`config.mk`:
```
export PLATFORM = sky130hd
export DESIGN_NAME = sram_1p_bwe_init
export DESIGN_NICKNAME = d
export VERILOG_FILES = /design/src/rtl/sram_pkg.sv /design/src/rtl/sram_1p_core.sv /design/src/rtl/sram_1p_bwe_init.sv
export SDC_FILE = /design/constraint.sdc
export NUM_CORES = 2
export LEC_CHECK = 0
export ABC_AREA = 1
export BUFFER_PORTS_ARGS = -buffer_cell sky130_fd_sc_hd__clkbuf_2
export CAP_MARGIN = 20
export CORE_AREA = 2 2 407 409
export CTS_BUF_LIST = sky130_fd_sc_hd__clkbuf_2 sky130_fd_sc_hd__clkbuf_4 sky130_fd_sc_hd__clkbuf_8
export CTS_CLUSTER_DIAMETER = 40
export DETAILED_ROUTE_END_ITERATION = 10
export DIE_AREA = 0 0 409 411
export HOLD_SLACK_MARGIN = 0.06
export PLACE_DENSITY = 0.71
export REMOVE_ABC_BUFFERS = 1
export SYNTH_ARGS = -nofsm -noshare
export SYNTH_HDL_FRONTEND = slang
export SYNTH_SLANG_ARGS = --single-unit
```
`constraint.sdc`:
```
create_clock -name CLK -period 6.45 [get_ports CLK]
set_input_delay 0.9675 -clock CLK [delete_from_list [all_inputs] [get_ports CLK]]
set_output_delay 0.9675 -clock CLK [all_outputs]
set_load 0.05 [all_outputs]
```
`src/rtl/sram_pkg.sv`:
```
// Shared state type and latency helper for the single-port SRAM model family.
// Imported by the storage core and the top-level control wrapper.
package sram_pkg;

    typedef enum logic [0:0] {
        ST_INIT = 1'b0,
        ST_RUN  = 1'b1
    } sram_state_e;

    // Edges from a read request to Q/QVLD, given the OUT_REG setting.
    function automatic int unsigned SRAM_RD_LAT(input int unsigned out_reg);
        return (out_reg != 0) ? 2 : 1;
    endfunction

endpackage

```
`src/rtl/sram_1p_core.sv`:
```
// Storage array with per-bit masked write and a registered read port.
// Out-of-range writes are dropped and out-of-range reads return zero; no control logic.
module sram_1p_core
    import sram_pkg::*;
#(
    parameter int unsigned BITS       = 32,
    parameter int unsigned WORD_DEPTH = 64,
    parameter int unsigned ADD_WIDTH  = 6
) (
    input  logic                 clk_i,
    input  logic                 clr_i,
    input  logic                 wr_i,
    input  logic                 rd_i,
    input  logic [ADD_WIDTH-1:0] addr_i,
    input  logic [BITS-1:0]      wdata_i,
    input  logic [BITS-1:0]      wmask_i,
    output logic [BITS-1:0]      rdata_o
);

    logic [BITS-1:0] mem_q [WORD_DEPTH];
    logic [BITS-1:0] rdata_q;
    logic [BITS-1:0] wword_d;
    logic            in_range;

    assign in_range = (32'(addr_i) < WORD_DEPTH);

    always_comb begin
        wword_d = '0;
        if (in_range) begin
            wword_d = (mem_q[addr_i] & ~wmask_i) | (wdata_i & wmask_i);
        end
    end

    always_ff @(posedge clk_i) begin
        if (wr_i && in_range) begin
            mem_q[addr_i] <= wword_d;
        end
    end

    // Only the read register is cleared; array contents survive reset.
    always_ff @(posedge clk_i) begin
        if (clr_i) begin
            rdata_q <= '0;
        end else if (rd_i) begin
            rdata_q <= in_range ? mem_q[addr_i] : '0;
        end
    end

    assign rdata_o = rdata_q;

endmodule

```
`src/rtl/sram_1p_bwe_init.sv`:
```
// Single-port SRAM model: post-reset init sweep with READY, bit-masked writes,
// optional output register and a one-cycle QVLD strobe per completed read.
module sram_1p_bwe_init
    import sram_pkg::*;
#(
    parameter int unsigned     BITS       = 32,
    parameter int unsigned     WORD_DEPTH = 64,
    parameter int unsigned     ADD_WIDTH  = ($clog2(WORD_DEPTH) < 1) ? 1 : $clog2(WORD_DEPTH),
    parameter int unsigned     OUT_REG    = 0,
    parameter logic [BITS-1:0] INIT_VAL   = '0
) (
    input  logic                 CLK,
    input  logic                 RSTB,
    input  logic                 CEB,
    input  logic                 WEB,
    input  logic [BITS-1:0]      BWEB,
    input  logic [ADD_WIDTH-1:0] A,
    input  logic [BITS-1:0]      D,
    output logic [BITS-1:0]      Q,
    output logic                 QVLD,
    output logic                 READY
);

    localparam int unsigned          RD_LAT    = SRAM_RD_LAT(OUT_REG);
    localparam logic [ADD_WIDTH-1:0] LAST_ADDR = ADD_WIDTH'(WORD_DEPTH - 1);

    sram_state_e          state_q;
    logic [ADD_WIDTH-1:0] cnt_q;
    logic [ADD_WIDTH-1:0] cnt_d;
    logic                 ready_q;

    logic                 user_rd;
    logic                 user_wr;
    logic                 core_wr;
    logic                 core_rd;
    logic [ADD_WIDTH-1:0] core_addr;
    logic [BITS-1:0]      core_wdata;
    logic [BITS-1:0]      core_wmask;
    logic [BITS-1:0]      core_rdata;
    logic                 rd_vld_q;

    // Equality tests leave an unknown CEB/WEB as an idle cycle in simulation.
    always_comb begin
        user_rd = 1'b0;
        user_wr = 1'b0;
        if (RSTB && (state_q == ST_RUN) && (CEB == 1'b0)) begin
            if (WEB == 1'b1) begin
                user_rd = 1'b1;
            end else if (WEB == 1'b0) begin
                user_wr = 1'b1;
            end
        end
    end

    always_comb begin
        core_wr    = user_wr;
        core_rd    = user_rd;
        core_addr  = A;
        core_wdata = D;
        core_wmask = ~BWEB;
        if (state_q == ST_INIT) begin
            core_wr    = RSTB;
            core_rd    = 1'b0;
            core_addr  = cnt_q;
            core_wdata = INIT_VAL;
            core_wmask = '1;
        end
    end

    assign cnt_d = cnt_q + 1'b1;

    always_ff @(posedge CLK) begin
        if (!RSTB) begin
            state_q <= ST_INIT;
            cnt_q   <= '0;
            ready_q <= 1'b0;
        end else begin
            case (state_q)
                ST_INIT: begin
                    if (cnt_q == LAST_ADDR) begin
                        state_q <= ST_RUN;
                        ready_q <= 1'b1;
                        cnt_q   <= '0;
                    end else begin
                        cnt_q   <= cnt_d;
                    end
                end
                ST_RUN: begin
                    state_q <= ST_RUN;
                    ready_q <= 1'b1;
                end
                default: begin
                    state_q <= ST_INIT;
                    cnt_q   <= '0;
                    ready_q <= 1'b0;
                end
            endcase
        end
    end

    assign READY = ready_q;

    sram_1p_core #(
        .BITS       (BITS),
        .WORD_DEPTH (WORD_DEPTH),
        .ADD_WIDTH  (ADD_WIDTH)
    ) u_core (
        .clk_i   (CLK),
        .clr_i   (~RSTB),
        .wr_i    (core_wr),
        .rd_i    (core_rd),
        .addr_i  (core_addr),
        .wdata_i (core_wdata),
        .wmask_i (core_wmask),
        .rdata_o (core_rdata)
    );

    always_ff @(posedge CLK) begin
        if (!RSTB) begin
            rd_vld_q <= 1'b0;
        end else begin
            rd_vld_q <= user_rd;
        end
    end

    generate
        if (RD_LAT == 2) begin : g_out_reg
            logic [BITS-1:0] q_q;
            logic            qvld_q;

            always_ff @(posedge CLK) begin
                if (!RSTB) begin
                    q_q    <= '0;
                    qvld_q <= 1'b0;
                end else begin
                    qvld_q <= rd_vld_q;
                    if (rd_vld_q) begin
                        q_q <= core_rdata;
                    end
                end
            end

            assign Q    = q_q;
            assign QVLD = qvld_q;
        end else begin : g_no_out_reg
            assign Q    = core_rdata;
            assign QVLD = rd_vld_q;
        end
    endgenerate

endmodule

```
==> tab_implementation.tex <==
\begin{tabular}{lr}
\hline
Metric & Value \\
\hline
\multicolumn{2}{l}{\textbf{Run status}} \\
\quad Outcome & finished clean \\
\multicolumn{2}{l}{\textbf{Worst setup path}} \\
\quad Data required time of the worst path & approximately 7.2 ns \\
\quad Worst path most repeated cell & sky130\_fd\_sc\_hd\_\_nand2\_1 \\
\quad Critical path, cell by cell & inv\_4 > nand2\_8 > nand2\_8 > buf\_12 > buf\_4 > nand2\_1 > nand2\_1 > nand2\_1 > nand2\_1 > nand2\_1 > nand2\_1 > nand2\_1 > nand2\_1 > nor2\_1 > nand2\_1 > nand2\_1 > nand2\_2 > buf\_12 \\
\quad Worst path arrival time & roughly 6.2 ns \\
\quad Element type at the critical path start & flip-flop \\
\quad Maximum fanout count along the critical path & around 70 \\
\quad Crit-path slowest cell & sky130\_fd\_sc\_hd\_\_nor2\_1 \\
\quad Worst Setup End Kind & flip-flop \\
\quad Maximum cell stage delay along the critical path & about 0.75 ns \\
\quad Worst setup path category & reg -> reg \\
\multicolumn{2}{l}{\textbf{Routing}} \\
\quad Avg WL per Cell & approximately 24 um \\
\quad Remaining routing DRC violations & 0 \\
\quad ANT nets after route & 0 \\
\quad Overall via count from detail\_route & around 67,000 \\
\quad Iteration count of the initial detailed-routing pass & 7 \\
\quad DR iter-0 viols & between 9,000 and 10,000 \\
\quad Post-detailed-routing wire length & about 270 mm \\
\quad Ratio of routed vias to standard cells & 5.774 \\
\multicolumn{2}{l}{\textbf{GRT}} \\
\quad Overall routing resource usage & 0.3213 \\
\quad Maximum number of pins on one net before global-route repair & approximately 200 \\
\quad Via count of the first global-routing pass & about 63,000 \\
\quad Global-route wire length before repair & between 400 and 500 mm \\
\quad Remaining global-route overflow & 0 \\
\quad Number of antenna violations at the first check in global routing & 11 \\
\multicolumn{2}{l}{\textbf{STA}} \\
\quad Final setup violation count & 0 \\
\quad Minimum setup slack in the final design & around 0.97 ns \\
\quad Final Hold Violating Endpoints & 0 \\
\quad Period Utilization, post-route & 0.8501 \\
\quad Worst clock skew on the final layout & about 0.099 ns \\
\quad Count of final max-slew check failures & 0 \\
\quad Unrepaired setup endpoints after global routing & false \\
\quad Sum of negative setup slack & 0 ns \\
\quad Clock period minus final worst setup slack & 5.483 ns \\
\quad Worst slew margin relative to its limit & 0.1557 \\
\quad Max Clk Rate & 182.4 MHz \\
\quad Worst-Margin Slew & roughly 1.3 ns \\
\multicolumn{2}{l}{\textbf{Yosys}} \\
\quad Share of the synthesized area in the top cell type & 0.6858 \\
\quad Average instance area after synthesis & around 10 um\^{}2 \\
\quad Count of warnings emitted by yosys & 0 \\
\quad Synth top area cells & sky130\_fd\_sc\_hd\_\_edfxtp\_1, sky130\_fd\_sc\_hd\_\_nand2\_1, sky130\_fd\_sc\_hd\_\_nand3\_1 \\
\quad Number of instances in the synthesized netlist & approximately 8,900 \\
\quad Cell taking the most area after synthesis & sky130\_fd\_sc\_hd\_\_edfxtp\_1 \\
\quad Post-synthesis cell type count & 31 \\
\quad Post-synthesis instance area & around 0.090 mm\^{}2 \\
\quad Post-synthesis sequential element count & between 2,000 and 2,500 \\
\quad Sequential fraction of the synthesis area & 0.6949 \\
\multicolumn{2}{l}{\textbf{Cells and area}} \\
\quad Net count of the finished layout & 9,171 \\
\quad Non-filler instance count after layout & $\sim$12,000 \\
\quad Layout cells sized above 1 & 0.1087 \\
\quad Post-synthesis to final-layout area growth & 12.55\% \\
\quad Fill cell count & around 13,000 \\
\multicolumn{2}{l}{\textbf{Floorplanning}} \\
\quad Area enclosed by the die boundary & about 0.17 mm\^{}2 \\
\quad Starting Density & 0.5473 \\
\quad Number of placement rows & 149 \\
\quad Top-level I/O count & roughly 110 \\
\quad Vert. Die Dim & 411 um \\
\quad Die width & roughly 410 um \\
\quad Std-Cell Core Area & 0.1639 mm\^{}2 \\
\multicolumn{2}{l}{\textbf{Pwr}} \\
\quad NetSw & between 6 and 7 mW \\
\quad Leak & around 44 nW \\
\quad Sw Ratio & 0.2403 \\
\quad Internal power consumption & about 22 mW \\
\quad Portion of total power attributed to sequential cells & 0.514 \\
\quad IR drop worst, VDD & just over 0.2 mV \\
\quad Power density relative to cell area & 284.1 mW/mm\^{}2 \\
\quad Part of the power in the clock network & 0.415 \\
\quad Combinational power share & 0.071 \\
\multicolumn{2}{l}{\textbf{Place}} \\
\quad Routability-driven placement congestion ratio & between 0.8 and 0.9 \\
\quad DP HPWL & 152.1 mm \\
\quad Worst setup slack after placement & between 1 and 1.5 ns \\
\quad Number of buffer cells added on primary ports & $\sim$110 \\
\quad Cell count after placement & between 10,000 and 15,000 \\
\multicolumn{2}{l}{\textbf{Clock tree}} \\
\quad Buffer count from post-CTS setup fixing & 0 \\
\quad Clock insertion delay at the later pin of the skew report & 1.07 ns \\
\quad CTS tree & built \\
\quad Number of levels in the clock H-tree & 5 \\
\quad Number of hold buffers added after CTS & 0 \\
\quad Clock edge transition at the registers on the reported setup and hold paths & around 0.06 ns \\
\quad TritonCTS buffer count & approximately 360 \\
\quad Cts repair resizes & 0 \\
\quad Clock Path Buffers & 4 \\
\quad Buffer cell driving the clock tree root & sky130\_fd\_sc\_hd\_\_clkbuf\_8 \\
\quad Clk sink count & around 2,100 \\
\multicolumn{2}{l}{\textbf{Flow run}} \\
\quad Maxcap violations & 0 \\
\multicolumn{2}{l}{\textbf{Min path}} \\
\quad Worst Hold Class & reg -> reg \\
\hline
\end{tabular}
==> area by class of cell <==
type	count	area, um^2	area share
antenna	3	7.507	0.00007438
clock buffer	486	6013	0.05958
clock inverter	142	979.7	0.009706
inverter	116	437.9	0.004339
multi-input combinational	6186	25370	0.2513
sequential	2089	62320	0.6175
tap	2189	2739	0.02714
timing repair buffer	344	3064	0.03036
==> synthesized netlist by cell type <==
library cell / count
sky130_fd_sc_hd__a211oi_1: 1
sky130_fd_sc_hd__a21oi_1: 4
sky130_fd_sc_hd__buf_1: 111
sky130_fd_sc_hd__buf_2: 161
sky130_fd_sc_hd__buf_4: 3
sky130_fd_sc_hd__buf_6: 2
sky130_fd_sc_hd__clkbuf_1: 256
sky130_fd_sc_hd__dfxtp_1: 41
sky130_fd_sc_hd__edfxtp_1: 2048
sky130_fd_sc_hd__ha_1: 1
sky130_fd_sc_hd__inv_1: 111
sky130_fd_sc_hd__inv_2: 4
sky130_fd_sc_hd__inv_4: 1
sky130_fd_sc_hd__nand2_1: 5033
sky130_fd_sc_hd__nand2_2: 1
sky130_fd_sc_hd__nand2_4: 2
sky130_fd_sc_hd__nand3_1: 938
sky130_fd_sc_hd__nand3b_1: 3
sky130_fd_sc_hd__nor2_1: 139
sky130_fd_sc_hd__nor3_1: 4
sky130_fd_sc_hd__nor3_2: 6
sky130_fd_sc_hd__nor3_4: 1
sky130_fd_sc_hd__nor4_1: 3
sky130_fd_sc_hd__o211ai_1: 1
sky130_fd_sc_hd__o21a_1: 32
sky130_fd_sc_hd__o21ai_0: 3
sky130_fd_sc_hd__o21ai_1: 5
sky130_fd_sc_hd__o21ai_4: 3
sky130_fd_sc_hd__or2_1: 4
sky130_fd_sc_hd__xnor2_1: 1
sky130_fd_sc_hd__xor2_1: 1
==> per-layer routing <==
metal  GRT usage  vias up  share of wire
li1            -    29890              -
met1      0.4446    31630           0.37
met2      0.4741     4490           0.44
met3     0.08303      705           0.14
met4      0.1599        4          0.053
met5           0        -       0.000095
==> metrics by stage <==
stage            util  power (mW)  hold slack [ns]  instance area, um^2
5_1_grt        0.6159       29.48           0.4344               100900
6_report       0.6159       28.68           0.4592               100900
4_1_cts        0.6155       28.68           0.3914               100900
3_3_place_gp   0.5719       16.98           0.4648                93710
2_1_floorplan       -       16.71           0.4573                87450
3_5_place_dp   0.5728       17.00           0.4801                93870
==> flip-flops by register name, summed over array words and instances, names as in the netlist <==
name,flops
QVLD,1
READY,1
cnt_q,6
state_q,1
u_core.mem_q,2048
u_core.rdata_o,32
==> power by group through the flow <==
stage               sequential (mW)  combinational (mW)  clock (mW)
global placement               15.0                1.97           0
global route                   14.7                2.22        12.5
floorplan                      15.0                1.69           0
CTS                            14.7                1.99        12.0
finish                         14.7                2.04        11.9
detailed placement             15.0                1.98           0
==> kinds of logic after synthesis <==
logic type / after synthesis / share of synthesized area
compound gates: 49 / 0.004060
xor+xnor: 2 / 0.0001954
fa+ha+maj: 1 / 0.0001395
buf+inv: 649 / 0.02973
flops: 2089 / 0.6949
simple gates: 6134 / 0.2710
==> placed cells by master (no fill, tap or decap), drive strengths merged, types with 3 or more instances in the layout <==
cell type and n:
edfxtp 2048, o21a 32, nand2 5036, inv 117, nand3 938, dfxtp 41
bufinv 13, clkbuf 593, buf 237, nor3 11, o21ai 11, a21oi 4
or2 4, clkinv 120, nor4 3, nand3b 3, clkinvlp 8, nor2 139
diode 3
==> path summary, 6_finish.rpt <==
| path | start | to | slack (ns) | cells after the start |
|---|---|---|---|---|
| max | state_q | u_core.mem_q[15][8] | 0.97 | 18 |
| min reg2reg | cnt_q[3] | cnt_q[4] | 0.46 | 2 |
| min | cnt_q[3] | cnt_q[4] | 0.46 | 2 |
| max reg2reg | state_q | u_core.mem_q[15][8] | 0.97 | 18 |
==> worst max-delay path, delay by kind of cell, from the launching register on <==
kind                   cells  cell delay (ns)
AND/OR/NAND/NOR           14             3.18
buffers and inverters      4             1.18
flip-flops                 1             0.73
(Power assumes the default switching activity.)
